===== src/rtl/dmem_arbiter.sv =====
// dmem_arbiter: two-port single-cycle data memory arbiter with starvation override.
// Define DMEM_ARB_RR_EN for round-robin conflict resolution; the default is fixed priority with port 0 winning.
module dmem_arbiter #(
  parameter int DATA_W   = 32,
  parameter int ADDR_W   = 9,
  parameter int MAX_WAIT = 8
) (
  input  logic              clk,
  input  logic              reset,
  input  logic              p0_req,
  input  logic              p0_we,
  input  logic [ADDR_W-1:0] p0_addr,
  input  logic [DATA_W-1:0] p0_wdata,
  input  logic              p1_req,
  input  logic              p1_we,
  input  logic [ADDR_W-1:0] p1_addr,
  input  logic [DATA_W-1:0] p1_wdata,
  output logic              p0_gnt,
  output logic              p1_gnt,
  output logic              p0_rvalid,
  output logic              p1_rvalid,
  output logic [DATA_W-1:0] p0_rdata,
  output logic [DATA_W-1:0] p1_rdata,
  output logic              mem_wr,
  output logic              mem_rd,
  output logic [ADDR_W-1:0] mem_addr,
  output logic [DATA_W-1:0] mem_wr_data,
  input  logic [DATA_W-1:0] mem_rd_data
);
  typedef enum logic [1:0] {OWN_NONE, OWN_P0, OWN_P1} own_e;
  own_e              own_q, own_d;
  logic [7:0]        wait_cnt_q, wait_cnt_d;
  logic [DATA_W-1:0] p0_hold_q, p0_hold_d, p1_hold_q, p1_hold_d;
  logic              force_p1, pick_p1;
`ifdef DMEM_ARB_RR_EN
  logic              ptr_q, ptr_d;
`endif
  always_comb begin
    force_p1 = p1_req && wait_cnt_q == 8'(MAX_WAIT);
`ifdef DMEM_ARB_RR_EN
    pick_p1 = force_p1 || (p1_req && (!p0_req || ptr_q));
`else
    pick_p1 = force_p1 || (p1_req && !p0_req);
`endif
    p1_gnt      = !reset && pick_p1;
    p0_gnt      = !reset && p0_req && !pick_p1;
    mem_wr      = p0_gnt ? p0_we : p1_gnt && p1_we;
    mem_rd      = p0_gnt ? !p0_we : p1_gnt && !p1_we;
    mem_addr    = p0_gnt ? p0_addr : p1_gnt ? p1_addr : '0;
    mem_wr_data = p0_gnt ? p0_wdata : p1_gnt ? p1_wdata : '0;
    own_d       = !mem_rd ? OWN_NONE : p1_gnt ? OWN_P1 : OWN_P0;
    // rvalid is gated by reset so a read granted just before reset never returns
    p0_rvalid   = !reset && own_q == OWN_P0;
    p1_rvalid   = !reset && own_q == OWN_P1;
    p0_rdata    = reset ? '0 : p0_rvalid ? mem_rd_data : p0_hold_q;
    p1_rdata    = reset ? '0 : p1_rvalid ? mem_rd_data : p1_hold_q;
    p0_hold_d   = p0_rdata;
    p1_hold_d   = p1_rdata;
    wait_cnt_d  = !(p1_req && !p1_gnt) ? 8'd0 :
                  wait_cnt_q == 8'(MAX_WAIT) ? wait_cnt_q : wait_cnt_q + 8'd1;
`ifdef DMEM_ARB_RR_EN
    ptr_d       = (ptr_q ? p1_gnt : p0_gnt) ? !ptr_q : ptr_q;
`endif
  end
  always_ff @(posedge clk) begin
    if (reset) begin
      own_q      <= OWN_NONE;
      wait_cnt_q <= '0;
      p0_hold_q  <= '0;
      p1_hold_q  <= '0;
    end else begin
      own_q      <= own_d;
      wait_cnt_q <= wait_cnt_d;
      p0_hold_q  <= p0_hold_d;
      p1_hold_q  <= p1_hold_d;
    end
  end
`ifdef DMEM_ARB_RR_EN
  always_ff @(posedge clk) begin
    if (reset) ptr_q <= 1'b0;
    else ptr_q <= ptr_d;
  end
`endif
endmodule


===== config.mk =====
export PLATFORM = sky130hd
export DESIGN_NAME = dmem_arbiter
export DESIGN_NICKNAME = d
export VERILOG_FILES = /design/src/rtl/dmem_arbiter.sv
export SDC_FILE = /design/constraint.sdc
export NUM_CORES = 1
export LEC_CHECK = 0
export ABC_AREA = 0
export ABC_CLOCK_PERIOD_IN_PS = 2300
export BUFFER_PORTS_ARGS = -buffer_cell sky130_fd_sc_hd__buf_2
export CORE_MARGIN = 5
export CORE_UTILIZATION = 42
export DETAILED_ROUTE_END_ITERATION = 8
export PLACE_DENSITY = 0.8
export REMOVE_ABC_BUFFERS = 1
export SLEW_MARGIN = 10
export SYNTH_ARGS = -nofsm -noshare
export SYNTH_HDL_FRONTEND = slang
export SYNTH_SLANG_ARGS = --single-unit
export TNS_END_PERCENT = 1

===== constraint.sdc =====
create_clock -name clk -period 2.3 [get_ports clk]
set_input_delay 0 -clock clk [delete_from_list [all_inputs] [get_ports clk]]
set_output_delay 0 -clock clk [all_outputs]
set_load 0.02 [all_outputs]

**After elaboration in Yosys (flattened, before gate mapping)**

Index checks and enable logic that the tools add are counted.

- Add/subtract/negate cells: 1
- Equality and inequality tests: 3
- Multiplexer cells: 11
- Bitwise logic cells: 2
- Reductions and logical operators: 19

Operators with widths:

| operator | count |
|---|---|
| $mux W32 | 6 |
| $mux W9 | 2 |
| $logic_and A1 B1 Y1 | 10 |
| $add A8 B1 Y8 const B | 1 |
| $eq A8 B4 Y1 const B | 1 |
| $logic_not A1 Y1 | 6 |
| $reduce_or A2 Y1 | 2 |
| $eq A2 B1 Y1 const B | 1 |
| $eq A2 B2 Y1 const B | 1 |
| $mux W1 | 2 |
| $mux W2 | 1 |
| $not A1 Y1 | 2 |
| $logic_or A1 B1 Y1 | 1 |

- Register bits after elaboration: 74
- Input bits: 120
- Output and inout port bits: 111
- Word-level logic and storage cells: 40

**Logic depth before layout (Yosys ltp)**

- Word-level depth: 8
- Gate-level depth with buffers: 7
- Depth with buffers taken out: 6

**Worst setup path after synthesis**

Ideal clock, no wire load.

- Kind: register to output
- From: register wait_cnt_q[0]
- To: output port mem_addr[0]
- Data arrival time: 1.848 ns
- Data required time: 2.300 ns
- Path slack: 0.452 ns
- Cell stages (with the launch flop): 7
- Path buffers: 1
- Cells stage by stage: dfxtp_1 -> inv_1 -> ha_1 -> or4b_4 -> o31ai_4 -> buf_6 -> a32o_1

- Cells in the longest elaborated chain, start to end: 6
- Elaborated cells between the ends (all ways): 8
- Classes of those cells: eq/ne: 1; mux: 2; reduce/logical: 5

RTL lines:

| what | RTL line | text |
|---|---|---|
| start: declaration | 32 | `logic [7:0] wait_cnt_q, wait_cnt_d;` |
| start signal: assignment | 73 | `wait_cnt_q <= wait_cnt_d;` |
| $eq A8 B4 Y1 (*) | 39 | `force_p1 = p1_req && wait_cnt_q == 8'(MAX_WAIT);` |
| $logic_and A1 B1 Y1 (*) | 39 |  |
| $logic_or A1 B1 Y1 (*) | 43 | `pick_p1 = force_p1 \|\| (p1_req && !p0_req);` |
| $logic_and A1 B1 Y1 / $logic_not A1 Y1 (equally long branches) | 45, 46 |  |
| $mux W9 / $logic_and A1 B1 Y1 (equally long branches) | 49, 46 |  |
| $mux W9 (*) | 49 | `mem_addr = p0_gnt ? p0_addr : p1_gnt ? p1_addr : '0;` |
| end: declaration | 26 | `output logic [ADDR_W-1:0] mem_addr,` |

Every way passes the cells marked *; elsewhere a longest branch is shown, timed or not.

**Worst setup path after layout**

- From: register wait_cnt_q[0]
- To: output port mem_wr_data[21]

- Cells in the longest elaborated chain, start to end: 6
- Elaborated cells between the ends (all ways): 8
- Classes of those cells: eq/ne: 1; mux: 2; reduce/logical: 5

RTL lines:

| what | RTL line | text |
|---|---|---|
| $eq A8 B4 Y1 (*) | 39 |  |
| $logic_and A1 B1 Y1 (*) | 39 |  |
| $logic_or A1 B1 Y1 (*) | 43 |  |
| $logic_and A1 B1 Y1 / $logic_not A1 Y1 (equally long branches) | 45, 46 |  |
| $mux W32 / $logic_and A1 B1 Y1 (equally long branches) | 50, 46 |  |
| $mux W32 (*) | 50 | `mem_wr_data = p0_gnt ? p0_wdata : p1_gnt ? p1_wdata : '0;` |
| end: declaration | 27 | `output logic [DATA_W-1:0] mem_wr_data,` |

Marks and branches as above.

==> impl_metrics.toml <==
[final_layout]
syn2layout_area_growth_pct = 55.23
final_nets = 830
finalNonFillerCells = 827
nFillCells = 668
layout-drive-gt1-share = 0.3787
final-seq-area_sq_um = 1484
multi_input_area_sq_um = 1863

[die]
placementRows = 33
die-area_sq_um = 10370
fp.dieH_microns = 101.8
core-area_sq_um = 8217
initial_core_util = 0.4309
pin_count = 231
die_x_microns = 101.8

[cts]
path_clk_slew_ps = 70
cts_made_buffers = 9
insertion_delay_ps = 350
cts_tree = "yes"
clockBufferDepth = 2
cts-root-buf = "clkbuf_8"
cts_sinks = 74
htreeDepth = 3

[outcome]
status = "complete, no violations"

[critical_path]
reg2reg_slack_ps = 600
cp_num_buf_inv = 4
end_kind = "output pin"
critPathRequiredTime_ps = 2300
critPathArrivalTime_ps = 2290
path_cells = "inv_1 -> ha_1 -> or4b_4 -> o31ai_4 -> buf_6 -> clkbuf_16 -> a32o_1 -> buf_4"
crit_path_max_incr_delay_ps = 510
critPathMaxFanout = 17
slowest_stage = "or4b_4"
crit_family = "buffers and inverters"
startpoint_type = "flip-flop"
critical_path_class = "reg -> out"

[synth]
synthesis.instances = 465
yosys_warnings = 0
syn_avg_cell_area_sq_um = 7.615
ys_types = 29
yosys-top-cells-count = "a21oi_1, nand2_1, dfxtp_1"
synth_most_common_cell = "a21oi_1"
netlist_area_sq_um = 3541
synthArstFlopShare = 0
yosysSeqAreaShare = 0.4184
synth-edff-count = 0
synth_ff_type = "dfxtp_1"
synth_top_area_frac = 0.4184
synth_largest_area_cell = "dfxtp_1"
ys_seq_elements = 74
netlist_top_cells_area = "dfxtp_1, a21oi_1, nand2_1, a32o_1, clkbuf_1"

[timing]
worstMarginPinSlew_ps = 534.7
setup_violations = 0
rsz0062_at_grt = "yes"
timing.fmax_ghz = 0.4372
maxSlewViolCount = 0
fin_crit_sh = 0.9946
finalCriticalPeriod_ps = 2288
finalHoldViolCount = 0
slew_headroom = 0.6419
fin_skew_ps = 8.057

[grt]
grt_overflow_total = 0
grt_pass1_wl_microns = 20990
grt_max_degree = 131
grt_pass1_vias = 4281
antenna_found_initial = 9
grt_usage = 0.2606

[routing]
vias = 4461
viasPerCell = 5.394
drc = 0
final_antenna_net_count = 0
routed_wl_microns = 14290
wl_per_cell_microns = 17.28
dr.pass1.iters = 6
drt_iter0_markers = 155

[placement]
dp.cells = 766
portBuffers = 230
gp_routability_congestion = 0.9327
place_hpwl_microns = 10190

[power]
p_per_area_nw_per_um2 = 535.4
leakagePower_nw = 2.450
report.power.total_mw = 2.943
ir_drop_mv = 0.3442

[hold_path]
hold_class = "in -> reg"

[flow_run]
maxCapViolations = 0
==> routing by layer <==
metal | vias up | global-route usage | part of all wire
li1 | 2152 | - | -
met1 | 2067 | 0.2784 | 0.37
met2 | 208 | 0.4663 | 0.50
met3 | 34 | 0.06075 | 0.086
met4 | 0 | 0.1554 | 0.044
met5 | - | 0 | 0
==> worst min-delay path: stages <==
cell     delay [ps]
buf_4           120
nor2b_1          70
o21ai_4          90
nor2_1           50
==> layout make-up <==
| type | instances | share of cell area |
|---|---|---|
| multi-input combinational | 343 | 0.3389 |
| timing repair buffer | 276 | 0.3242 |
| sequential | 74 | 0.2700 |
| tap | 105 | 0.02390 |
| clock buffer | 10 | 0.02322 |
| clock inverter | 6 | 0.01206 |
| antenna | 9 | 0.004097 |
| inverter | 4 | 0.003642 |
==> placed cells by master, fill, tap and decap left out, types with 2 or more instances in the layout <==
| master | Yosys | layout |
|---|---|---|
| a21oi_1 | 131 | 131 |
| a32o_1 | 42 | 39 |
| a32o_2 | 0 | 3 |
| buf_12 | 0 | 4 |
| buf_2 | 4 | 186 |
| buf_4 | 0 | 45 |
| buf_6 | 4 | 6 |
| clkbuf_8 | 0 | 9 |
| clkinvlp_4 | 0 | 3 |
| dfxtp_1 | 74 | 72 |
| dfxtp_2 | 0 | 2 |
| diode_2 | 0 | 9 |
| dlygate4sd3_1 | 0 | 34 |
| ha_1 | 2 | 2 |
| inv_1 | 3 | 3 |
| inv_6 | 0 | 2 |
| nand2_1 | 129 | 129 |
| nand2b_1 | 4 | 4 |
| nand3_1 | 4 | 4 |
| nor2_1 | 8 | 8 |
| nor2b_2 | 0 | 3 |
| o21ai_0 | 3 | 3 |
| or3_1 | 3 | 3 |
| xor2_1 | 2 | 2 |
==> power by group <==
part           switching [mW]  internal (mW)  leakage (nW)
combinational           0.343          0.281          1.76
sequential            0.00993           1.31         0.601
clock                   0.494          0.503        0.0890
==> state kept, by name, summed over array words and instances, names as in the netlist <==
signal	count
own_q	2
p0_hold_q	32
p1_hold_q	32
wait_cnt_q	8
==> logic make-up (layout without fill, tap and decap cells) <==
family          Yosys count  after routing  synth area share
compound gates          181            181            0.3237
xor+xnor                  3              3          0.007422
fa+ha+maj                 2              2          0.007066
buf+inv                  48            296           0.06078
flops                    74             74            0.4184
other cells               0              9                 0
simple gates            157            157            0.1827
==> path summary, 6_finish.rpt <==
| kind | from | to | depth (start not counted) |
|---|---|---|---|
| max | wait_cnt_q[0] | mem_wr_data[21] | 8 |
| min | reset | own_q[0] | 4 |
| max reg2reg | wait_cnt_q[0] | wait_cnt_q[1] | 5 |
| min reg2reg | p0_hold_q[0] | p0_hold_q[0] | 2 |
==> timing repair <==
| item | in CTS | in global routing |
|---|---|---|
| cloned | 0 | 1 |
| resized for setup | 6 | 54 |
| pin swaps | 1 | 3 |
| hold buffers | 34 | 0 |
| setup buffers | 0 | 1 |
| endpoints found under the hold margin | 66 | 0 |
| endpoints found under the setup margin | 42 | 42 |
==> through the flow <==
step           TNS (ps)  hold WS (ps)    util  cell area (sq um)  worst slack (ps)
2_1_floorplan     -2020         69.07       -               3341            -45.10
3_3_place_gp          0         215.9  0.5776               4746             317.0
3_5_place_dp          0         211.8  0.5776               4746             260.2
4_1_cts         -0.8664         25.62  0.6452               5301           -0.8664
5_1_grt           -1937         29.20  0.6690               5497            -76.64
6_report              0         30.67  0.6690               5497             12.50
Power figures use the tool's default switching activity.
